<file path="config.mk">
export PLATFORM = sky130hd
export DESIGN_NAME = gpio_mmio_responder_flat
export DESIGN_NICKNAME = d
export VERILOG_FILES = /design/src/rtl/gpio_mmio_responder_if.sv /design/src/rtl/gpio_mmio_responder.sv /design/src/flat_wrapper.sv
export SDC_FILE = /design/constraint.sdc
export NUM_CORES = 1
export LEC_CHECK = 0
export BUFFER_PORTS_ARGS = -buffer_cell sky130_fd_sc_hd__buf_4
export CAP_MARGIN = 10
export CELL_PAD_IN_SITES_DETAIL_PLACEMENT = 1
export CELL_PAD_IN_SITES_GLOBAL_PLACEMENT = 2
export CORE_MARGIN = 2
export CORE_UTILIZATION = 34
export DETAILED_ROUTE_END_ITERATION = 8
export PLACE_DENSITY = 0.81
export SETUP_SLACK_MARGIN = 0.4
export SKIP_CTS_REPAIR_TIMING = 1
export SYNTH_ARGS = -nofsm -noshare
export SYNTH_HDL_FRONTEND = slang
export SYNTH_SLANG_ARGS = --single-unit
</file>
<file path="constraint.sdc">
create_clock -name clk -period 2.2 [get_ports clk]
set_input_delay 0.33 -clock clk [delete_from_list [all_inputs] [get_ports clk]]
set_output_delay 0.33 -clock clk [all_outputs]
set_load 0.02 [all_outputs]
</file>
<file path="src/rtl/gpio_mmio_responder_if.sv">
// rtl/gpio_mmio_responder_if.sv - CPU load/store bus bundle for the GPIO responder
// Purpose: groups the load/store request and response signals of one bus port.
// Signals:
//   mem_read_en, mem_write_en  request strobes (one cycle each)
//   load_type, store_type      RV32 funct3 of the access
//   ram_address, data_in       byte address and right-aligned store data
//   data_out, data_valid       registered load result and its one-cycle strobe
//   access_fault               one-cycle strobe for a rejected selected access
// Modports: master = CPU side, slave = responder side.
interface gpio_mmio_responder_if;
   logic        mem_read_en;
   logic        mem_write_en;
   logic [2:0]  load_type;
   logic [2:0]  store_type;
   logic [31:0] ram_address;
   logic [31:0] data_in;
   logic [31:0] data_out;
   logic        data_valid;
   logic        access_fault;

   modport master (
      output mem_read_en, mem_write_en, load_type, store_type, ram_address, data_in,
      input  data_out, data_valid, access_fault
   );

   modport slave (
      input  mem_read_en, mem_write_en, load_type, store_type, ram_address, data_in,
      output data_out, data_valid, access_fault
   );
endinterface

</file>
<file path="src/rtl/gpio_mmio_responder.sv">
// rtl/gpio_mmio_responder.sv - memory-mapped GPIO responder with edge interrupts
// Purpose: decodes byte/half/word loads and stores into the OUT, DIR, IN, IE, IS,
// POL and BOTH registers, synchronizes the pins and raises a level interrupt.
// Ports:
//   clk       core clock, rising edge
//   reset     asynchronous active-low reset
//   bus       load/store bus, slave side (request in, registered response out)
//   gpio_in   raw asynchronous pin inputs
//   gpio_out  OUT register
//   gpio_oe   DIR register (1 = drive)
//   gpio_irq  level interrupt, |(IS & IE)
module gpio_mmio_responder #(
   parameter int          WIDTH     = 16,
   parameter logic [31:0] BASE_ADDR = 32'h1000_0000
) (
   input  logic                   clk,
   input  logic                   reset,
   gpio_mmio_responder_if.slave   bus,
   input  logic [WIDTH-1:0]       gpio_in,
   output logic [WIDTH-1:0]       gpio_out,
   output logic [WIDTH-1:0]       gpio_oe,
   output logic                   gpio_irq
);

   // Register bits at and above WIDTH are held at zero.
   localparam logic [31:0] WMASK = 32'hFFFF_FFFF >> (32 - WIDTH);

   localparam logic [2:0] OFF_OUT  = 3'd0;
   localparam logic [2:0] OFF_DIR  = 3'd1;
   localparam logic [2:0] OFF_IN   = 3'd2;
   localparam logic [2:0] OFF_IE   = 3'd3;
   localparam logic [2:0] OFF_IS   = 3'd4;
   localparam logic [2:0] OFF_POL  = 3'd5;
   localparam logic [2:0] OFF_BOTH = 3'd6;
   localparam logic [2:0] OFF_NONE = 3'd7;

   logic             sel;
   logic             req_rd, req_wr;
   logic [2:0]       req_lt, req_st;
   logic [4:0]       req_a;
   logic [31:0]      req_din;

   logic [31:0]      out_r, dir_r, ie_r, is_r, pol_r, both_r;
   logic [WIDTH-1:0] s1, s2, p;
   logic [1:0]       arm;

   logic [2:0]       off;
   logic [1:0]       lane, sz;
   logic             type_bad, misalign, fault, do_write;
   logic [31:0]      in_w, prev_w, rise, fall, evt;
   logic [31:0]      rd_word, sh, load_val;
   logic [3:0]       be;
   logic [31:0]      bmask, wd, merged, w1c;

   assign sel = (bus.ram_address[31:5] == BASE_ADDR[31:5]);

   // Request stage: only selected accesses are captured, so unselected ones never pulse.
   always_ff @(posedge clk or negedge reset) begin
      if (!reset) begin
         req_rd  <= 1'b0;
         req_wr  <= 1'b0;
         req_lt  <= 3'd0;
         req_st  <= 3'd0;
         req_a   <= 5'd0;
         req_din <= 32'd0;
      end else begin
         req_rd  <= bus.mem_read_en & sel;
         req_wr  <= bus.mem_write_en & sel;
         req_lt  <= bus.load_type;
         req_st  <= bus.store_type;
         req_a   <= bus.ram_address[4:0];
         req_din <= bus.data_in;
      end
   end

   assign off  = req_a[4:2];
   assign lane = req_a[1:0];

   always_comb begin
      in_w   = '0;
      prev_w = '0;
      in_w[WIDTH-1:0]   = s2;
      prev_w[WIDTH-1:0] = p;
   end

   // Access checks; a simultaneous read and write is always rejected.
   always_comb begin
      type_bad = 1'b0;
      sz       = 2'd0;
      if (req_rd && req_wr) begin
         type_bad = 1'b1;
      end else if (req_rd) begin
         type_bad = (req_lt == 3'b011) || (req_lt == 3'b110) || (req_lt == 3'b111);
         sz       = req_lt[1:0];
      end else if (req_wr) begin
         type_bad = req_st[2] || (req_st[1:0] == 2'b11);
         sz       = req_st[1:0];
      end
      misalign = ((sz == 2'd1) && lane[0]) || ((sz == 2'd2) && (lane != 2'd0));
      fault    = (req_rd || req_wr) &&
                 (type_bad || misalign || (off == OFF_NONE) || (req_wr && (off == OFF_IN)));
      do_write = req_wr && !fault;
   end

   always_comb begin
      rd_word = '0;
      case (off)
         OFF_OUT:  rd_word = out_r;
         OFF_DIR:  rd_word = dir_r;
         OFF_IN:   rd_word = in_w;
         OFF_IE:   rd_word = ie_r;
         OFF_IS:   rd_word = is_r;
         OFF_POL:  rd_word = pol_r;
         OFF_BOTH: rd_word = both_r;
         default:  rd_word = '0;
      endcase
   end

   // Load extraction: bit 2 of funct3 selects zero extension.
   always_comb begin
      sh = rd_word >> {lane, 3'b000};
      case (sz)
         2'd0:    load_val = {{24{~req_lt[2] & sh[7]}}, sh[7:0]};
         2'd1:    load_val = {{16{~req_lt[2] & sh[15]}}, sh[15:0]};
         default: load_val = sh;
      endcase
   end

   // Store lane merge; the same lane mask limits W1C on IS.
   always_comb begin
      case (sz)
         2'd0:    be = 4'b0001 << lane;
         2'd1:    be = 4'b0011 << lane;
         default: be = 4'b1111;
      endcase
      bmask  = {{8{be[3]}}, {8{be[2]}}, {8{be[1]}}, {8{be[0]}}};
      case (sz)
         2'd0:    wd = {4{req_din[7:0]}};
         2'd1:    wd = {2{req_din[15:0]}};
         default: wd = req_din;
      endcase
      merged = ((rd_word & ~bmask) | (wd & bmask)) & WMASK;
      w1c    = (do_write && (off == OFF_IS)) ? (wd & bmask) : 32'd0;
   end

   // Edge events are held off until the arm counter saturates after reset.
   always_comb begin
      rise = in_w & ~prev_w;
      fall = ~in_w & prev_w;
      evt  = (both_r & (rise | fall)) | (~both_r & ((pol_r & rise) | (~pol_r & fall)));
      evt  = (arm == 2'd3) ? (evt & WMASK) : 32'd0;
   end

   always_ff @(posedge clk or negedge reset) begin
      if (!reset) begin
         s1  <= '0;
         s2  <= '0;
         p   <= '0;
         arm <= 2'd0;
      end else begin
         s1 <= gpio_in;
         s2 <= s1;
         p  <= s2;
         if (arm != 2'd3) arm <= arm + 2'd1;
      end
   end

   always_ff @(posedge clk or negedge reset) begin
      if (!reset) begin
         out_r  <= '0;
         dir_r  <= '0;
         ie_r   <= '0;
         is_r   <= '0;
         pol_r  <= '0;
         both_r <= '0;
      end else begin
         if (do_write && (off == OFF_OUT))  out_r  <= merged;
         if (do_write && (off == OFF_DIR))  dir_r  <= merged;
         if (do_write && (off == OFF_IE))   ie_r   <= merged;
         if (do_write && (off == OFF_POL))  pol_r  <= merged;
         if (do_write && (off == OFF_BOTH)) both_r <= merged;
         // Set beats clear when both hit the same bit.
         is_r <= ((is_r & ~w1c) | evt) & WMASK;
      end
   end

   always_ff @(posedge clk or negedge reset) begin
      if (!reset) begin
         bus.data_out     <= '0;
         bus.data_valid   <= 1'b0;
         bus.access_fault <= 1'b0;
      end else begin
         bus.data_valid   <= req_rd;
         bus.access_fault <= fault;
         if (req_rd) bus.data_out <= fault ? 32'd0 : load_val;
      end
   end

   assign gpio_out = out_r[WIDTH-1:0];
   assign gpio_oe  = dir_r[WIDTH-1:0];
   assign gpio_irq = |(is_r & ie_r);

endmodule

</file>
<file path="src/flat_wrapper.sv">
// flat-port wrapper written by rule: the top's interface ports become plain ports
module gpio_mmio_responder_flat 
#(
   parameter int          WIDTH     = 16,
   parameter logic [31:0] BASE_ADDR = 32'h1000_0000
)
  (clk, reset, gpio_in, gpio_out, gpio_oe, gpio_irq, bus_mem_read_en, bus_mem_write_en, bus_load_type, bus_store_type, bus_ram_address, bus_data_in, bus_data_out, bus_data_valid, bus_access_fault);
  gpio_mmio_responder_if bus_i ();
  input  logic clk;
  input  logic reset;
  input  logic [WIDTH-1:0] gpio_in;
  output logic [WIDTH-1:0] gpio_out;
  output logic [WIDTH-1:0] gpio_oe;
  output logic gpio_irq;
  input wire logic [$bits(bus_i.mem_read_en)-1:0] bus_mem_read_en;
  input wire logic [$bits(bus_i.mem_write_en)-1:0] bus_mem_write_en;
  input wire logic [$bits(bus_i.load_type)-1:0] bus_load_type;
  input wire logic [$bits(bus_i.store_type)-1:0] bus_store_type;
  input wire logic [$bits(bus_i.ram_address)-1:0] bus_ram_address;
  input wire logic [$bits(bus_i.data_in)-1:0] bus_data_in;
  output wire logic [$bits(bus_i.data_out)-1:0] bus_data_out;
  output wire logic [$bits(bus_i.data_valid)-1:0] bus_data_valid;
  output wire logic [$bits(bus_i.access_fault)-1:0] bus_access_fault;
  assign bus_i.mem_read_en = bus_mem_read_en;
  assign bus_i.mem_write_en = bus_mem_write_en;
  assign bus_i.load_type = bus_load_type;
  assign bus_i.store_type = bus_store_type;
  assign bus_i.ram_address = bus_ram_address;
  assign bus_i.data_in = bus_data_in;
  assign bus_data_out = bus_i.data_out;
  assign bus_data_valid = bus_i.data_valid;
  assign bus_access_fault = bus_i.access_fault;
  gpio_mmio_responder #(.WIDTH(WIDTH), .BASE_ADDR(BASE_ADDR)) u_core (.clk(clk), .reset(reset), .bus(bus_i), .gpio_in(gpio_in), .gpio_out(gpio_out), .gpio_oe(gpio_oe), .gpio_irq(gpio_irq));
endmodule
</file>
==> results by group, run 1 <==
Place
  • GP Congestion: slightly above 0.8
  • Port Buffers: 140
  • DP HPWL: 19800 um
  • Placed cells: 1264

Logic synthesis
  • Syn_nets: roughly 840
  • Top cell type by total area after synthesis: dfrtp_1
  • Synth top area cells: dfrtp_1 53%, mux2_2 12%, ha_1 4.5%, mux2i_1 3.4%, inv_1 2.2%
  • Syn Area/Cell: ~13 um2
  • Post-synth EDFFs: 0
  • Cell Area, Synth: 9230 um2
  • Register area share after synthesis: 52.6%
  • Ys Warns: 0
  • Most common flop cell mapped by yosys: dfrtp_1
  • Post-synthesis cell type count: 58
  • Synthesis-stage register bit count: 194
  • Syn Inst Count: 720
  • Post-synth ARST share: 100%
  • Top cell type's share of synthesized area: 52.6%

STA
  • Final Hold Vio Count: 0
  • Minimum clock period: 2.42 ns
  • Slew margin rel.: ~66%
  • Clock Skew: a little over 0.01 ns
  • Max Clock Freq: 414 MHz
  • Tcrit/Tclk final: 110%
  • RSZ-0062 raised after global routing: true
  • Slew @ Worst Pin: 0.511 ns
  • Max-slew violations: 0
  • Final setup viols: 84
  • Final Worst Setup Slack: -0.217 ns
  • Final hold slack: 0.0376 ns

Routing
  • Wire length per cell: 22.4 um
  • Final wirelength: 30500 um
  • Vias/cell: 5.23
  • DR pass1 iterations: 5
  • Initial DRC count: ~380
  • Via count: 7143
  • Number of remaining DRC errors: 0
  • Routed Antenna Nets: 0

CTS
  • CTS tree: built
  • Clock Latency Late Sink: 0.44 ns
  • Clk pin slew, worst setup/hold paths: approximately 0.070 ns
  • Clk root buf: clkbuf_16
  • CTS buffer count: 17
  • Clock Tree Buf Depth: 2
  • CTS H-Tree Depth: 4
  • CTS sink count: 194

Die
  • Initial core utilization: 34.4%
  • Core footprint: 26800 um2
  • I/O Pins: ~160
  • Die ar.: about 28000 um2
  • Die Y: 169 um
  • Rows: 60
  • Die width: 169 um

Layout
  • Core Util, Final: about half
  • Most frequent cells in the layout: 239 x buf_4, 191 x dfrtp_1, 74 x mux2_4
  • Fin nets: 1136
  • Layout cells sized above 1: between 40% and 50%
  • Diode count: 0
  • Area growth from synthesis to layout: 44.9%
  • Commonest non-fill, non-tap cell in the layout: buf_4
  • Layout Cells excl Fill: 1365

Pwr
  • PwrDens: 572 nW/um2
  • Power, Total: 7.66 mW
  • Maximum vdd ir drop: 0.000447 V
  • Leakage: 6.41 nW

Global routing
  • GRT Residual Overflow: 0
  • Total Routing Usage GR: 19.7%
  • First-pass GRT wire length: 42700 um
  • Pin count of the biggest net entering global routing: 58
  • Initial antenna violation count: 0
  • Vias in the first global route: 7342

Job
  • # Max-Cap Violations: 0

Status
  • Status: finished with violations
  • Violated checks: negative setup slack

Critical path
  • Nature of the critical path endpoint: flip-flop
  • CP arrival: 2.73 ns
  • Worst setup SP type: flip-flop
  • CP Max Fanout: 6
  • Crit Path Class: reg -> reg
  • Worst EP required: 2.52 ns

Min path
  • Min-Delay Path Class: in -> reg
-- area by class of cell --
cell class                 instances  area, um2
timing repair buffer             319       2870
inverter                          54        203
sequential                       194       4860
tap                              341        427
clock buffer                      19        453
multi-input combinational        427       4450
clock inverter                    11        108
fill                            2740      13400
-- cell usage after synthesis, types with 6 or more instances --
library cell  number
dfrtp_1          194
mux2_2            98
inv_1             53
ha_1              33
o21ai_0           32
mux2i_1           31
nand2_1           23
nor2b_1           22
buf_4             17
a21oi_1           15
a211oi_1          14
clkbuf_1          14
a22o_1            13
o2bb2ai_1         13
a22oi_1           11
a2bb2oi_1         10
mux2_4            10
a221o_1            9
o211ai_1           9
mux4_2             8
a221oi_1           7
buf_2              7
nand3_1            7
nor2_1             7
nor3_1             6
nor4_1             6
-- power by group --
| part | switching [mW] | internal [mW] | total [mW] |
|---|---|---|---|
| Clock | 1.44 | 1.62 | 3.06 |
| Combinational | 0.434 | 0.465 | 0.899 |
| Sequential | 0.0633 | 3.63 | 3.70 |
-- layer usage --
layer	vias up	part of all wire, %	track usage, %
met5	-	0	0
met4	0	2.7	5.55
met3	52	5.1	4.04
met2	211	50	32.4
met1	3676	42	26.6
li1	3204	-	-
-- worst paths after layout --
check | from | to | slack [ns] | depth (start not counted)
worst max-delay path | u_core.req_st[1]$_DFF_PN0_ | u_core.both_r[9]$_DFFE_PN0P_ | -0.22 | 8
worst max register to register | u_core.req_st[1]$_DFF_PN0_ | u_core.both_r[9]$_DFFE_PN0P_ | -0.22 | 8
max in group asynchronous | reset | u_core.out_r[3]$_DFFE_PN0P_ | 1.09 | 3
min in group asynchronous | reset | u_core.req_lt[2]$_DFF_PN0_ | 0.42 | 2
worst min register to register | u_core.s1[3]$_DFF_PN0_ | u_core.s2[3]$_DFF_PN0_ | 0.35 | 0
worst min-delay path | bus_ram_address[4] | u_core.req_a[4]$_DFF_PN0_ | 0.04 | 1
-- kinds of logic after synthesis --
family                     share of synthesized area (%)
DFF                                                 52.6
xor gates and xnor gates                           0.190
and+or+nand+nor                                     6.51
muxes                                               18.9
adders and majority gates                           4.47
buffers and inverters                               5.34
AOI/OAI and AO/OA                                   12.0
-- through the flow --
step,TNS [ns],cell area [um2],worst slack [ns]
global route,-15.73,13400,-0.245
floorplan,-6.38,9360,-0.140
finish,-12.24,13400,-0.217
global placement,-7.23,11500,-0.190
CTS,-12.47,12100,-0.250
detailed placement,-9.70,11500,-0.226
-- state kept, by name, indices dropped and copies added (netlist names), 2 cells and up --
name / cells
u_core.pol_r: 16
u_core.req_din: 16
u_core.is_r: 16
u_core.s1: 16
u_core.req_lt: 3
u_core.req_st: 3
u_core.both_r: 16
u_core.req_a: 5
u_core.dir_r: 16
u_core.ie_r: 16
u_core.bus.data_out: 17
u_core.s2: 16
u_core.out_r: 16
u_core.arm: 2
u_core.p: 16
-- worst max-delay path: stages, from the launching register on --
cell	delay [ns]
dfrtp_1	0.40
and2_4	0.17
o32a_1	0.29
a221o_1	0.31
buf_12	0.16
nor4b_4	0.28
buf_4	0.22
clkbuf_16	0.18
mux2_4	0.29
(Power assumes the default switching activity.)
==> inputs of run 2 (changes only) <==
--- a/config.mk
+++ b/config.mk
@@ -10,9 +10,9 @@
 export CELL_PAD_IN_SITES_DETAIL_PLACEMENT = 1
 export CELL_PAD_IN_SITES_GLOBAL_PLACEMENT = 2
 export CORE_MARGIN = 2
-export CORE_UTILIZATION = 34
+export CORE_UTILIZATION = 41
 export DETAILED_ROUTE_END_ITERATION = 8
-export PLACE_DENSITY = 0.81
+export PLACE_DENSITY = 0.93
 export SETUP_SLACK_MARGIN = 0.4
 export SKIP_CTS_REPAIR_TIMING = 1
 export SYNTH_ARGS = -nofsm -noshare
==> constraint.sdc (replaced) <==
create_clock -name clk -period 2.8 [get_ports clk]
set_input_delay 0.42 -clock clk [delete_from_list [all_inputs] [get_ports clk]]
set_output_delay 0.42 -clock clk [all_outputs]
set_load 0.02 [all_outputs]
==> results by group, run 2 (synthesis results as in run 1) <==
Status
  • Status: finished with violations (unchanged)
  • Violated checks: negative hold slack (was negative setup slack)

Pwr
  • Maximum vdd ir drop: 0.000270 V (was 0.000447 V)
  • Power, Total: 5.85 mW (was 7.66 mW)
  • Leakage: 5.71 nW (was 6.41 nW)
  • PwrDens: 501 nW/um2 (was 572 nW/um2)

Routing
  • Number of remaining DRC errors: 0 (unchanged)
  • DR pass1 iterations: 5 (unchanged)
  • Routed Antenna Nets: 0 (unchanged)
  • Via count: 6876 (was 7143)
  • Wire length per cell: 23.9 um (was 22.4 um)
  • Initial DRC count: 474 (was 384)
  • Vias/cell: 5.78 (was 5.23)
  • Final wirelength: 28500 um (was 30500 um)

Place
  • GP Congestion: 0.854 (was 0.811)
  • Port Buffers: 140 (unchanged)
  • DP HPWL: 19200 um (was 19800 um)

Global routing
  • Vias in the first global route: 7350 (was 7342)
  • First-pass GRT wire length: 42600 um (was 42700 um)
  • Initial antenna violation count: 0 (unchanged)
  • Pin count of the biggest net entering global routing: 73 (was 58)
  • GRT Residual Overflow: 0 (unchanged)
  • Total Routing Usage GR: 23.6% (was 19.7%)

CTS
  • CTS buffer count: 17 (unchanged)
  • Clk root buf: clkbuf_16 (unchanged)
  • Clock Tree Buf Depth: 2 (unchanged)
  • CTS H-Tree Depth: 4 (unchanged)
  • CTS tree: built (unchanged)
  • Clock Latency Late Sink: 0.45 ns (was 0.44 ns)
  • Clk pin slew, worst setup/hold paths: 0.07 ns (about the same)
  • CTS sink count: 194 (unchanged)

STA
  • RSZ-0062 raised after global routing: true (unchanged)
  • Final Hold Vio Count: 16 (was 0)
  • Final hold slack: -0.0234 ns (was 0.0376 ns)
  • Clock Skew: 0.0120 ns (was 0.0101 ns)
  • Slew margin rel.: 38.8% (was 65.9%)
  • Max-slew violations: 0 (unchanged)
  • Minimum clock period: 2.47 ns (was 2.42 ns)
  • Slew @ Worst Pin: 0.918 ns (was 0.511 ns)
  • Final setup viols: 0 (was 84)
  • Tcrit/Tclk final: 88.4% (was 110%)
  • Max Clock Freq: 404 MHz (was 414 MHz)

Die
  • Core footprint: 22000 um2 (was 26800 um2)
  • Initial core utilization: 42.0% (was 34.4%)
  • Rows: 54 (was 60)
  • Die ar.: 23700 um2 (was 28500 um2)
  • Die Y: 154 um (was 169 um)
  • I/O Pins: 157 (unchanged)
  • Die width: 154 um (was 169 um)

Layout
  • Layout cells sized above 1: 41.4% (was 47.6%)
  • Max reg flops: 17 (unchanged)
  • Fin nets: 1023 (was 1136)
  • Biggest register: u_core.bus.data_out (unchanged)
  • Core Util, Final: 53.1% (was 49.9%)
  • Commonest non-fill, non-tap cell in the layout: dfrtp_1 (was buf_4)
  • FF/Latch Area: 4860 um2 (about the same)
  • Diode count: 0 (unchanged)
  • Most frequent cells in the layout: 190 x dfrtp_1, 186 x buf_4, 89 x mux2_2 (was 239 x buf_4, 191 x dfrtp_1, 74 x mux2_4)
  • Multi-input logic area: 3980 um2 (was 4450 um2)
  • Area growth from synthesis to layout: 26.4% (was 44.9%)
  • # fillers: 2246 (was 2740)

Critical path
  • Crit path max-delay family: compound AO/OA/AOI/OAI gates (unchanged)
  • Slowest cell on crit path: dfrtp_1 (unchanged)
  • Worst EP required: 3.13 ns (was 2.52 ns)
  • Critical path, cell by cell: and2_4, o32a_1, a221o_1, buf_6, nor4_4, buf_4, buf_8, mux2_2 (was and2_4, o32a_1, a221o_1, buf_12, nor4b_4, buf_4, clkbuf_16, mux2_4)
  • Nature of the critical path endpoint: flip-flop (unchanged)
  • Worst setup SP type: flip-flop (unchanged)
  • CP arrival: 2.80 ns (was 2.73 ns)
  • Crit-path max cell delay: 0.41 ns (was 0.40 ns)
  • Crit Path Class: reg -> reg (unchanged)
  • CP Max Fanout: 5 (was 6)
  • Bufs and invs on worst path: 3 (unchanged)

Job
  • # Max-Cap Violations: 0 (unchanged)

Min path
  • Min-Delay Path Class: in -> async (was in -> reg)
[run 2: cell types whose count changed in the layout (fill, tap and decap cells not counted), moves of 8 or more]
cell	previous run	this run
buf_12	18	6
buf_4	239	186
dlygate4sd3_1	43	0
mux2_2	34	89
mux2_4	74	19
o21ai_0	12	30
o21ai_2	17	0
o2bb2ai_1	5	13
[run 2: area by class of cell]
class,instances,area share (%)
clock inverter,11,1.14
multi-input combinational,427,34.1
clock buffer,18,3.68
inverter,54,1.77
sequential,194,41.7
tap,280,3.00
timing repair buffer,206,14.7
[run 2: worst paths after layout]
kind	from	endpoint	cells after the start	slack, ns
max in group asynchronous	reset	u_core.req_wr$_DFF_PN0_	2	2.07
min reg2reg	u_core.s1[11]$_DFF_PN0_	u_core.s2[11]$_DFF_PN0_	0	0.35
max	u_core.req_st[1]$_DFF_PN0_	u_core.dir_r[12]$_DFFE_PN0P_	8	0.33
min in group clk	gpio_in[8]	u_core.s1[8]$_DFF_PN0_	1	0.08
min	reset	u_core.req_din[15]$_DFF_PN0_	1	-0.02
max reg2reg	u_core.req_st[1]$_DFF_PN0_	u_core.dir_r[12]$_DFFE_PN0P_	8	0.33
[run 2: stage by stage]
stage               std cells  worst slack [ns]  instance area, um2  setup TNS [ns]
finish                   1190             0.326               11700               0
global route             1190             0.233               11700               0
CTS                      1170            -0.116               11300          -0.553
detailed placement       1141           -0.0871               10800          -0.410
global placement         1141            0.0158               10800               0
floorplan                 720             0.416                9230               0
[run 2: metal layers]
metal,up-vias,wire length (um),track usage [%]
li1,2969,-,-
met5,-,0,0
met4,0,769,7.25
met2,241,14300,39.8
met3,45,1440,5.33
met1,3621,12000,30.3
[run 2: report_power, final]
part / internal, mW / switching [mW]
combinational: 0.234 / 0.289
clock: 1.31 / 1.11
sequential: 2.86 / 0.0540
total: 4.40 / 1.45
